### config.mk
export PLATFORM = sky130hd
export DESIGN_NAME = word_receiver
export DESIGN_NICKNAME = d
export VERILOG_FILES = /design/src/rtl/word_receiver.sv
export SDC_FILE = /design/constraint.sdc
export NUM_CORES = 1
export LEC_CHECK = 0
export BUFFER_PORTS_ARGS = -buffer_cell sky130_fd_sc_hd__clkbuf_2
export CAP_MARGIN = 20
export CELL_PAD_IN_SITES_DETAIL_PLACEMENT = 2
export CELL_PAD_IN_SITES_GLOBAL_PLACEMENT = 2
export CORE_MARGIN = 5
export CORE_UTILIZATION = 40
export CTS_CLUSTER_SIZE = 20
export DETAILED_ROUTE_END_ITERATION = 10
export GPL_ROUTABILITY_DRIVEN = 0
export PLACE_DENSITY_LB_ADDON = 0.1
export SLEW_MARGIN = 20
export SYNTH_ARGS = -nofsm -noshare
export SYNTH_HDL_FRONTEND = slang
export SYNTH_SLANG_ARGS = --single-unit
export TNS_END_PERCENT = 30
### constraint.sdc
create_clock -name clk_50m -period 4.27 [get_ports clk_50m]
set_input_delay 0 -clock clk_50m [delete_from_list [all_inputs] [get_ports clk_50m]]
set_output_delay 0 -clock clk_50m [all_outputs]
set_load 0.02 [all_outputs]
### src/rtl/word_receiver.sv
// word_receiver: UART receive side of the 32-bit word link.
// Deserializes the four byte sub-frames (start, 8 data LSB-first, stop, stop)
// followed by the guard(0)/final-stop(1) pair, and publishes the word.
//
// Ports:
//   clk_50m   system clock
//   rst       synchronous active-high reset
//   Rx        serial line, idle high, asynchronous to clk_50m
//   clken     one-cycle strobe at OVERSAMPLE x baud
//   rdy_clr   consumer acknowledge, clears rdy
//   data_out  last complete word, byte0 in [7:0] ... byte3 in [31:24]
//   rdy       sticky new-word flag
//   frame_err one-cycle pulse on a framing or inter-byte timeout error
//   Rx_busy   high whenever the receiver is not idle
module word_receiver #(
  parameter int OVERSAMPLE   = 16,
  parameter int TIMEOUT_BITS = 4
) (
  input  logic        clk_50m,
  input  logic        rst,
  input  logic        Rx,
  input  logic        clken,
  input  logic        rdy_clr,
  output logic [31:0] data_out,
  output logic        rdy,
  output logic        frame_err,
  output logic        Rx_busy
);

  localparam int HALF     = OVERSAMPLE / 2;
  localparam int TICK_W   = $clog2(OVERSAMPLE * 2);
  localparam int TO_TICKS = TIMEOUT_BITS * OVERSAMPLE;
  localparam int TO_W     = $clog2(TO_TICKS + 1);

  localparam logic [TICK_W-1:0] TICK_HALF_LAST  = TICK_W'(HALF - 1);
  localparam logic [TICK_W-1:0] TICK_BIT_LAST   = TICK_W'(OVERSAMPLE - 1);
  localparam logic [TICK_W-1:0] TICK_GUARD_LAST = TICK_W'(OVERSAMPLE + HALF - 1);
  localparam logic [TO_W-1:0]   TO_LAST         = TO_W'(TO_TICKS - 1);

  typedef enum logic [2:0] {IDLE, START, DATA, STOP, GAP, GUARD} state_t;

  state_t             state, state_nxt;
  logic [TICK_W-1:0]  tick, tick_nxt;
  logic [2:0]         bit_cnt, bit_cnt_nxt;
  logic [TO_W-1:0]    to_cnt, to_cnt_nxt;
  logic [1:0]         byte_idx, byte_idx_nxt;
  logic               armed, armed_nxt;
  logic               from_gap, from_gap_nxt;
  logic               guard_low, guard_low_nxt;
  logic [7:0]         shreg, shreg_nxt;
  logic [23:0]        word, word_nxt;
  logic               publish, err;

  // Stage p0/p1: two-flop synchronizer for the asynchronous line
  logic rx_p0, rx_p1;

  always_ff @(posedge clk_50m) begin
    if (rst) begin
      rx_p0 <= 1'b1;
      rx_p1 <= 1'b1;
    end else begin
      rx_p0 <= Rx;
      rx_p1 <= rx_p0;
    end
  end

  always_comb begin
    state_nxt     = state;
    tick_nxt      = tick;
    bit_cnt_nxt   = bit_cnt;
    to_cnt_nxt    = to_cnt;
    byte_idx_nxt  = byte_idx;
    armed_nxt     = armed;
    from_gap_nxt  = from_gap;
    guard_low_nxt = guard_low;
    shreg_nxt     = shreg;
    word_nxt      = word;
    publish       = 1'b0;
    err           = 1'b0;
    if (clken) begin
      case (state)
        IDLE: begin
          // A high tick must be seen before a low can start a frame, so a
          // line stuck low after an error cannot retrigger.
          if (!armed) begin
            if (rx_p1) armed_nxt = 1'b1;
          end else if (!rx_p1) begin
            state_nxt    = START;
            tick_nxt     = '0;
            from_gap_nxt = 1'b0;
          end
        end
        START: begin
          if (tick == TICK_HALF_LAST) begin
            if (!rx_p1) begin
              state_nxt   = DATA;
              tick_nxt    = '0;
              bit_cnt_nxt = '0;
            end else if (from_gap) begin
              state_nxt = GAP;
            end else begin
              state_nxt = IDLE;
              armed_nxt = 1'b1;
            end
          end else begin
            tick_nxt = tick + 1'b1;
          end
        end
        DATA: begin
          if (tick == TICK_BIT_LAST) begin
            shreg_nxt = {rx_p1, shreg[7:1]};
            tick_nxt  = '0;
            if (bit_cnt == 3'd7) state_nxt = STOP;
            else                 bit_cnt_nxt = bit_cnt + 1'b1;
          end else begin
            tick_nxt = tick + 1'b1;
          end
        end
        STOP: begin
          if (tick == TICK_BIT_LAST) begin
            tick_nxt = '0;
            if (rx_p1) begin
              to_cnt_nxt = '0;
              if (byte_idx != 2'd3) begin
                case (byte_idx)
                  2'd0:    word_nxt[7:0]   = shreg;
                  2'd1:    word_nxt[15:8]  = shreg;
                  default: word_nxt[23:16] = shreg;
                endcase
                byte_idx_nxt = byte_idx + 1'b1;
                state_nxt    = GAP;
              end else begin
                publish       = 1'b1;
                byte_idx_nxt  = '0;
                guard_low_nxt = 1'b0;
                state_nxt     = GUARD;
              end
            end else begin
              err          = 1'b1;
              byte_idx_nxt = '0;
              armed_nxt    = 1'b0;
              state_nxt    = IDLE;
            end
          end else begin
            tick_nxt = tick + 1'b1;
          end
        end
        GAP: begin
          // to_cnt survives a false start so glitches cannot extend the gap.
          if (!rx_p1) begin
            state_nxt    = START;
            tick_nxt     = '0;
            from_gap_nxt = 1'b1;
          end else if (to_cnt == TO_LAST) begin
            err          = 1'b1;
            byte_idx_nxt = '0;
            armed_nxt    = 1'b0;
            state_nxt    = IDLE;
          end else begin
            to_cnt_nxt = to_cnt + 1'b1;
          end
        end
        GUARD: begin
          // Swallow the guard low and ride out to the middle of the final stop.
          if (!guard_low) begin
            if (!rx_p1) begin
              guard_low_nxt = 1'b1;
              tick_nxt      = '0;
            end else if (to_cnt == TO_LAST) begin
              armed_nxt = 1'b0;
              state_nxt = IDLE;
            end else begin
              to_cnt_nxt = to_cnt + 1'b1;
            end
          end else if (tick == TICK_GUARD_LAST) begin
            armed_nxt = 1'b0;
            state_nxt = IDLE;
          end else begin
            tick_nxt = tick + 1'b1;
          end
        end
        default: begin
          state_nxt = IDLE;
          armed_nxt = 1'b0;
        end
      endcase
    end
  end

  always_ff @(posedge clk_50m) begin
    if (rst) begin
      state     <= IDLE;
      tick      <= '0;
      bit_cnt   <= '0;
      to_cnt    <= '0;
      byte_idx  <= '0;
      armed     <= 1'b0;
      from_gap  <= 1'b0;
      guard_low <= 1'b0;
      data_out  <= '0;
      rdy       <= 1'b0;
      frame_err <= 1'b0;
    end else begin
      state     <= state_nxt;
      tick      <= tick_nxt;
      bit_cnt   <= bit_cnt_nxt;
      to_cnt    <= to_cnt_nxt;
      byte_idx  <= byte_idx_nxt;
      armed     <= armed_nxt;
      from_gap  <= from_gap_nxt;
      guard_low <= guard_low_nxt;
      frame_err <= err;
      if (publish) data_out <= {shreg, word};
      // Publish wins over a simultaneous acknowledge.
      if (publish)      rdy <= 1'b1;
      else if (rdy_clr) rdy <= 1'b0;
    end
  end

  // Partial bytes need no reset: byte_idx restarts at 0 and every byte
  // is rewritten before the next publish.
  always_ff @(posedge clk_50m) begin
    shreg <= shreg_nxt;
    word  <= word_nxt;
  end

  assign Rx_busy = (state != IDLE);

endmodule
==> impl_metrics.json, run 1 <==
{
  "synth_fa_ha_area_share_pct": 2.95,
  "power_leakage_nw": 1.52,
  "period_needed_ps": 2790,
  "timing.hold.ws_ps": 50.8,
  "path_cells": "ha_1 > and3_2 > ha_1 > nor4bb_1 > a21oi_1 > or4b_1 > or3_1 > a21oi_1",
  "wirelength_um": 11200,
  "ys.flop_type": "dfxtp_1",
  "maxSlewViolCount": 0,
  "core_region_area_um2": 9280,
  "max_freq_mhz": 358,
  "yosys.area.top_type": "dfxtp_1",
  "root_buffer": "clkbuf_8",
  "path_clk_slew_ps": 100,
  "vias": 3023,
  "area_growth_pct": 13.2,
  "grt_pass1_wl_um": 18300,
  "insertion_delay_ps": 360,
  "post-route-period-util_pct": 65.4,
  "critical_path_class": "flop to flop",
  "synth_commonest_cells": "78 x nand2_1, 59 x dfxtp_1, 48 x a21oi_1, 32 x edfxtp_1, 21 x nor2_1",
  "peakVddDrop_uv": 201,
  "setup-violations-final": 0,
  "die_w_um": 108,
  "clock_path_buffers": 2,
  "clock_sinks": 91,
  "final_nets": 437,
  "worst_slew_pin_slew_ps": 846,
  "fin_skew_ps": 9.47,
  "critPathRequiredTime_ps": 4570,
  "wl_per_cell_um": 20.1,
  "rsz0062_at_grt": "no",
  "grt_antenna_before_repair": 0,
  "synth_edf_count": 32,
  "cts_buffers": 9,
  "vias_per_cell": 5.43,
  "synthTopCellsByArea": "dfxtp_1 31%, edfxtp_1 25%, nand2_1 7.7%",
  "synth_seq_cells": 91,
  "critical_path_arrival_ps": 3090,
  "r2r_setup_slack_ps": 1480,
  "h-tree-depth": 3,
  "synth_xor_area_share_pct": 0.917,
  "start_kind": "flop",
  "rr_worst_depth": 8,
  "grt_max_degree": 58,
  "rows": 35,
  "cts.repair.resized": 0,
  "ys_types": 52,
  "cts_tree": "done",
  "synth_top_area_share_pct": 30.9,
  "die_height_um": 108,
  "holdCritStartpoint": "clken",
  "finalSetupTns_ps": 0,
  "powerDensity_nw_per_um2": 363,
  "cap_violations": 0,
  "synth_top_family_by_area": "simple AND/OR/NAND/NOR gates",
  "cp_slowest_cell": "or4b_1",
  "critPathMaxFanout": 7,
  "hold_end": "frame_err",
  "antennaDiodeCount": 0,
  "rr_endpoint": "bit_cnt[0]",
  "io_pins": 40,
  "post-synth-top-count-cell": "nand2_1",
  "initial_core_util_pct": 41.1,
  "first_iter_violations": 112,
  "yosys.area_share.simple_pct": 21.2,
  "startpoint": "tick[0]",
  "grt.overflow.total": 0,
  "muxShareOfSynthArea_pct": 1.57,
  "avgSynthCellArea_um2": 9.74,
  "grt.total_usage_pct": 20.4,
  "async_reset_ff_share_pct": 0,
  "first_pass_iters": 4,
  "drive_gt1_share_pct": 16.8,
  "fp.dieArea_um2": 11600,
  "ys_warn_count": 0,
  "hold_class": "input port to flop",
  "grt_pass1_vias": 3322,
  "hold_violations": 0,
  "min_path_cells": 3,
  "ys_seq_area_share_pct": 56.1,
  "crit_path_end_kind": "flop",
  "max_stage_delay_ps": 610,
  "hpwl_um": 7470,
  "r2r_start": "tick[0]",
  "synthCells": 392,
  "drc": 0,
  "syn_nets": 406,
  "synth_compound_area_share_pct": 13.6,
  "status": "complete, no violations",
  "antenna_left": 0,
  "syn_area_um2": 3820,
  "portBuffers": 39,
  "slew_headroom_pct": 43.4
}
-- layout by cell type (no fill, tap or decap), types with 6 or more instances in the layout --
cell type / netlist / final
a211oi_1: 7 / 7
a21oi_1: 48 / 48
clkbuf_2: 0 / 39
clkbuf_8: 0 / 9
dfxtp_1: 59 / 59
edfxtp_1: 32 / 32
ha_1: 9 / 9
inv_1: 12 / 12
mux2i_1: 6 / 6
nand2_1: 78 / 77
nand2b_1: 9 / 9
nand3_1: 7 / 7
nor2_1: 21 / 21
nor2b_1: 6 / 6
nor3_1: 6 / 6
o21ai_0: 10 / 10
-- worst max-delay path: cells and delay by family (launching register included) --
family / cells / cell delay (ps)
compound gates: 2 / 210
fa+ha+maj: 2 / 520
flops: 1 / 380
simple gates: 4 / 1630
-- power by group --
part / internal [mW] / leakage, nW / switching [mW] / total [mW]
Combinational: 0.0245 / 0.655 / 0.0486 / 0.0731
Clock: 0.255 / 0.0975 / 0.335 / 0.591
Sequential: 0.894 / 0.763 / 0.0130 / 0.907
-- per-layer routing --
layer	global-route usage, %	vias to the layer above	wire length (µm)	share of wire, %
li1	-	1440	-	-
met4	6.04	0	167	1.5
met3	2.52	13	237	2.1
met2	35.6	48	5680	51
met1	26.4	1522	5110	46
met5	0	-	0	0
-- sequential cells by signal, summed over array words and instances (netlist names) --
signal and cells:
tick 5, armed 1, data_out 32, rx_p0 1, rdy 1, shreg 8
word 24, from_gap 1, bit_cnt 3, byte_idx 2, frame_err 1, rx_p1 1
to_cnt 7, guard_low 1, state 3
-- worst max-delay path by stage --
stage,to,depth (start not counted),slack [ps]
after CTS,word[0],3,1120
after detailed placement,word[3],3,1180
after floorplan,word[16],7,1560
after global placement,word[4],3,1420
final,bit_cnt[0],8,1480
after global routing,bit_cnt[0],8,1290
-- layout make-up --
cell class | instances | area (µm²)
multi-input combinational | 266 | 1550
inverter | 12 | 45.0
clock inverter | 5 | 42.5
timing repair buffer | 43 | 230
tap | 129 | 161
clock buffer | 11 | 153
sequential | 91 | 2140
fill | 1028 | 4960
-- logic make-up after synthesis --
family | Yosys count
XOR/XNOR | 4
flip-flops | 91
adder cells (fa/ha/maj) | 9
AO/OA/AOI/OAI | 85
buffers and inverters | 35
multiplexers | 6
AND/OR/NAND/NOR | 162
-- what timing repair did --
| item | 4_1_cts | 5_1_grt |
|---|---|---|
| setup buffers | 0 | 0 |
| hold buffers | 2 | 0 |
| hold endpoints to repair | 2 | 0 |
-- metrics by stage --
stage | util [%] | power [mW] | instances | instance area, µm² | setup WS (ps)
floorplan | - | 0.973 | 392 | 3820 | 1560
global placement | 44.1 | 0.993 | 539 | 4090 | 1420
detailed placement | 44.1 | 0.997 | 539 | 4100 | 1180
CTS | 46.4 | 1.59 | 557 | 4310 | 1120
global route | 46.6 | 1.63 | 557 | 4320 | 1290
finish | 46.6 | 1.57 | 557 | 4320 | 1480
Note: power is estimated with default switching activity, not from simulation.
==> inputs of run 2 (changes only) <==
Settings changed: CORE_UTILIZATION 40 to 37.
Clock period 4.27 ns to 2.65 ns, I/O delays scaled along.
==> impl_metrics.json, run 2 (synthesized netlist as in run 1, its figures left out) <==
{
  "status": "complete, no violations",
  "grt.overflow.total": 0,
  "grt_max_degree": 37,
  "wl_per_cell_um": 18.6,
  "start_kind": "flop",
  "core_region_area_um2": 10200,
  "hold_violations": 0,
  "top_regs": "data_out: 32 flops, word: 24 flops, shreg: 8 flops",
  "rsz0062_at_grt": "no",
  "critical_path_class": "flop to flop",
  "antennaDiodeCount": 0,
  "hold_class": "input port to flop",
  "crit_path_end_kind": "flop",
  "grt_pass1_vias": 3237,
  "largest_register": "data_out",
  "h-tree-depth": 3,
  "hpwl_um": 7760,
  "final_nets": 452,
  "portBuffers": 39,
  "utilization_pct": 43.8,
  "grt_antenna_before_repair": 0,
  "peakVddDrop_uv": 220,
  "maxSlewViolCount": 0,
  "first_iter_violations": 114,
  "die_w_um": 112,
  "slew_headroom_pct": 46.9,
  "power_leakage_nw": 1.58,
  "wirelength_um": 10800,
  "cts_buffers": 9,
  "antenna_left": 0,
  "most-common-layout-cells": "78 x nand2_1, 59 x dfxtp_1, 48 x a21oi_1, 39 x clkbuf_2, 32 x edfxtp_1",
  "insertion_delay_ps": 360,
  "fin_skew_ps": 7.26,
  "worst_slew_pin_slew_ps": 796,
  "setup-violations-final": 0,
  "critPathMaxFanout": 7,
  "period_needed_ps": 2440,
  "root_buffer": "clkbuf_8",
  "final_common_cell": "nand2_1",
  "vias_per_cell": 5.20,
  "area_growth_pct": 16.7,
  "cts_setup_buffers": 0,
  "drc": 0,
  "path_clk_slew_ps": 90,
  "post-route-period-util_pct": 92.1,
  "die_height_um": 112,
  "io_pins": 40,
  "initial_core_util_pct": 37.5,
  "powerDensity_nw_per_um2": 569,
  "cap_violations": 0,
  "vias": 3012,
  "cts_tree": "done",
  "critical_path_arrival_ps": 2710,
  "clock_sinks": 91,
  "critPathRequiredTime_ps": 2920,
  "fp.dieArea_um2": 12500,
  "finalSetupTns_ps": 0,
  "rows": 37,
  "max_freq_mhz": 410,
  "grt_pass1_wl_um": 17500,
  "grt.total_usage_pct": 17.7,
  "first_pass_iters": 4,
  "clock_path_buffers": 2,
  "drive_gt1_share_pct": 19.2,
  "largest_register_ffs": 32
}
## run 2: cell types whose count changed in the layout (fill, tap and decap cells not counted), moves of 2 or more
cell | previous run | this run
buf_4 | 2 | 16
ha_1 | 9 | 7
nor3b_1 | 2 | 4
nor3b_2 | 2 | 0
## run 2: metal layers
layer / up-vias / track usage [%] / wire, µm
li1: 1463 / - / -
met1: 1505 / 23.9 / 5190
met2: 36 / 29.4 / 5250
met3: 8 / 3.04 / 223
met4: 0 / 5.11 / 106
met5: - / 0 / 0
## run 2: final timing paths
path	from	to	slack [ps]	cells after the start
hold reg to reg	to_cnt[6]	to_cnt[6]	430	2
setup / recovery	tick[0]	bit_cnt[0]	210	8
hold / removal	rst	from_gap	350	2
setup reg to reg	tick[0]	bit_cnt[0]	210	8
## run 2: timing repair
item                                    CTS  global route
resized for setup                         1             3
endpoints found under the hold margin     3             0
endpoints found under the setup margin    1             3
hold buffers                              3             0
## run 2: report_power, final
group	internal, mW	switching [mW]
combinational	0.0479	0.0916
clock	0.439	0.507
sequential	1.44	0.0107
## run 2: metrics by stage
step                      hold slack, ps  setup slack [ps]  cell area [µm²]  total power, mW  std cells
after global routing                 388              94.8             4460             2.65        579
after detailed placement             195              85.6             4210             1.62        560
after floorplan                      104              87.7             3820             1.57        392
final                                346               209             4460             2.54        579
after global placement               188               245             4210             1.61        560
after CTS                            353              53.8             4440             2.57        579
## run 2: final cells by class
class / instances / area [µm²]
fill: 1112 / 5730
sequential: 91 / 2140
multi-input combinational: 266 / 1560
timing repair buffer: 58 / 345
tap: 136 / 170
clock buffer: 10 / 128
clock inverter: 6 / 63.8
inverter: 12 / 45.0
## run 2: critical path: stages (launching register included)
cell and delay, ps:
dfxtp_1 380, ha_2 220, and3_2 230, ha_4 180, nor4bb_2 300, a21oi_1 80, or4b_1 500, or3_1 320
a21oi_1 130
==> inputs of run 3 (changes only) <==
Settings changed: CORE_MARGIN 5 to default.
==> impl_metrics.json, run 3 (synthesized netlist as in run 1, its figures left out) <==
{
  "vias": 3022,
  "grt.overflow.total": 0,
  "maxSlewViolCount": 0,
  "worst_slew_pin_slew_ps": 796,
  "hold_violations": 0,
  "grt_pass1_wl_um": 17000,
  "largest_register": "data_out",
  "min_path_cells": 3,
  "max_freq_mhz": 402,
  "most-common-layout-cells": "78 x nand2_1, 59 x dfxtp_1, 48 x a21oi_1, 39 x clkbuf_2, 32 x edfxtp_1",
  "grt_antenna_before_repair": 0,
  "largest_register_ffs": 32,
  "n_fill_cell": 1095,
  "slew_headroom_pct": 46.9,
  "antenna_left": 0,
  "grt.total_usage_pct": 20.3,
  "grt_max_degree": 37,
  "seq_power_share_pct": 59.2,
  "r2r_start": "tick[1]",
  "multiInputGateArea_um2": 1560,
  "crit_path_end_kind": "flop",
  "rr_worst_depth": 9,
  "fin_skew_ps": 11.7,
  "rows": 36,
  "cp_top_family": "simple AND/OR/NAND/NOR gates",
  "period_needed_ps": 2490,
  "core_region_area_um2": 9910,
  "top_regs": "data_out: 32 flops, word: 24 flops, shreg: 8 flops",
  "power_frac_comb_pct": 5.3,
  "critical_path_class": "flop to flop",
  "wl_per_cell_um": 18.0,
  "root_buffer": "clkbuf_8",
  "wirelength_um": 10300,
  "power_leakage_nw": 1.56,
  "h-tree-depth": 3,
  "p_int_mw": 1.88,
  "final_nets": 449,
  "area_growth_pct": 15.4,
  "swShare_pct": 23.4,
  "vias_per_cell": 5.27,
  "hold_class": "input port to flop",
  "insertion_delay_ps": 360,
  "clock_path_buffers": 2,
  "holdCritStartpoint": "clken",
  "portBuffers": 39,
  "rr_endpoint": "bit_cnt[2]",
  "drc": 0,
  "clock_sinks": 91,
  "final_common_cell": "nand2_1",
  "critPathMaxFanout": 7,
  "start_kind": "flop",
  "first_pass_iters": 5,
  "r2r_setup_slack_ps": 160,
  "cts_buffers": 9,
  "hpwl_um": 7360,
  "initial_core_util_pct": 38.5,
  "die_height_um": 104,
  "finalSetupTns_ps": 0,
  "setup-violations-final": 0,
  "max_stage_delay_ps": 520,
  "hold_end": "frame_err",
  "cts_tree": "done",
  "io_pins": 40,
  "path_clk_slew_ps": 80,
  "critical_path_arrival_ps": 2710,
  "rsz0062_at_grt": "no",
  "path_buf_inv": 1,
  "peakVddDrop_uv": 317,
  "die_w_um": 104,
  "post-route-period-util_pct": 93.9,
  "p_clk_share_pct": 35.5,
  "first_iter_violations": 103,
  "antennaDiodeCount": 0,
  "grt_pass1_vias": 3146,
  "path_cells": "ha_2 > and3_2 > ha_4 > nor4bb_1 > a21oi_1 > or4b_1 > buf_4 > mux2i_1 > nor2_1",
  "powerDensity_nw_per_um2": 557,
  "ff_latch_area_um2": 2140,
  "critPathRequiredTime_ps": 2870,
  "cp_slowest_cell": "or4b_1",
  "fp.dieArea_um2": 10700,
  "p_sw_mw": 0.574,
  "drive_gt1_share_pct": 18.2,
  "timing.hold.ws_ps": 61.3,
  "status": "complete, no violations",
  "cap_violations": 0
}
run 3: cell types whose count changed in the layout (fill, tap and decap cells not counted), moves of 2 or more:
cell      change
clkbuf_1      +2
clkbuf_8      +2
buf_4         -2
inv_6         -2
run 3: how the worst max path moves through the flow:
stage                       start         end  slack (ps)  cells past startpoint
after floorplan           tick[0]     word[0]          90                      7
after global placement    tick[0]  bit_cnt[0]         230                      8
after detailed placement  tick[1]  bit_cnt[2]           2                      9
after CTS                 tick[1]  bit_cnt[2]          50                      9
after global routing      tick[1]  bit_cnt[2]          30                      9
final                     tick[1]  bit_cnt[2]         160                      9
run 3: repair_timing:
item,in CTS,in global routing
gates resized for setup,1,2
cloned,0,0
endpoints found under the setup margin,2,3
setup buffers,0,0
hold buffers,2,0
hold endpoints to repair,2,0
run 3: per-stage QoR:
step / area [µm²] / std cells / total power, mW / util, % / worst slack [ps]
2_1_floorplan: 3820 / 392 / 1.57 / - / 87.7
3_3_place_gp: 4200 / 555 / 1.61 / 42.3 / 232
3_5_place_dp: 4200 / 555 / 1.61 / 42.3 / 2.50
4_1_cts: 4390 / 573 / 2.48 / 44.3 / 51.5
5_1_grt: 4410 / 573 / 2.55 / 44.5 / 33.3
6_report: 4410 / 573 / 2.45 / 44.5 / 161
run 3: metal layers:
metal	track usage, %	vias to the layer above	routed length [µm]
met5	0	-	0
met4	4.55	0	74
met3	4.97	8	302
met2	33.9	42	4950
met1	26.6	1505	4980
li1	-	1467	-
run 3: worst reg2reg max path: stages (launching register included):
cell and delay (ps):
dfxtp_1 380, ha_2 230, and3_2 230, ha_4 190
nor4bb_1 300, a21oi_1 80, or4b_1 520, buf_4 180
mux2i_1 180, nor2_1 50
run 3: power groups by stage:
stage | combinational, mW | clock (mW) | sequential (mW)
after floorplan | 0.0896 | 0 | 1.48
after global placement | 0.125 | 0 | 1.48
after detailed placement | 0.126 | 0 | 1.48
after CTS | 0.130 | 0.896 | 1.45
after global routing | 0.144 | 0.954 | 1.45
final | 0.130 | 0.871 | 1.45
run 3: final cells by class:
type	count	area share (%)
repair buffers	55	7.27
inverters	12	1.02
clock buffers	14	3.69
clock inverters	2	0.284
flip-flops and latches	91	48.6
well taps	133	3.78
multi-input cells	266	35.3
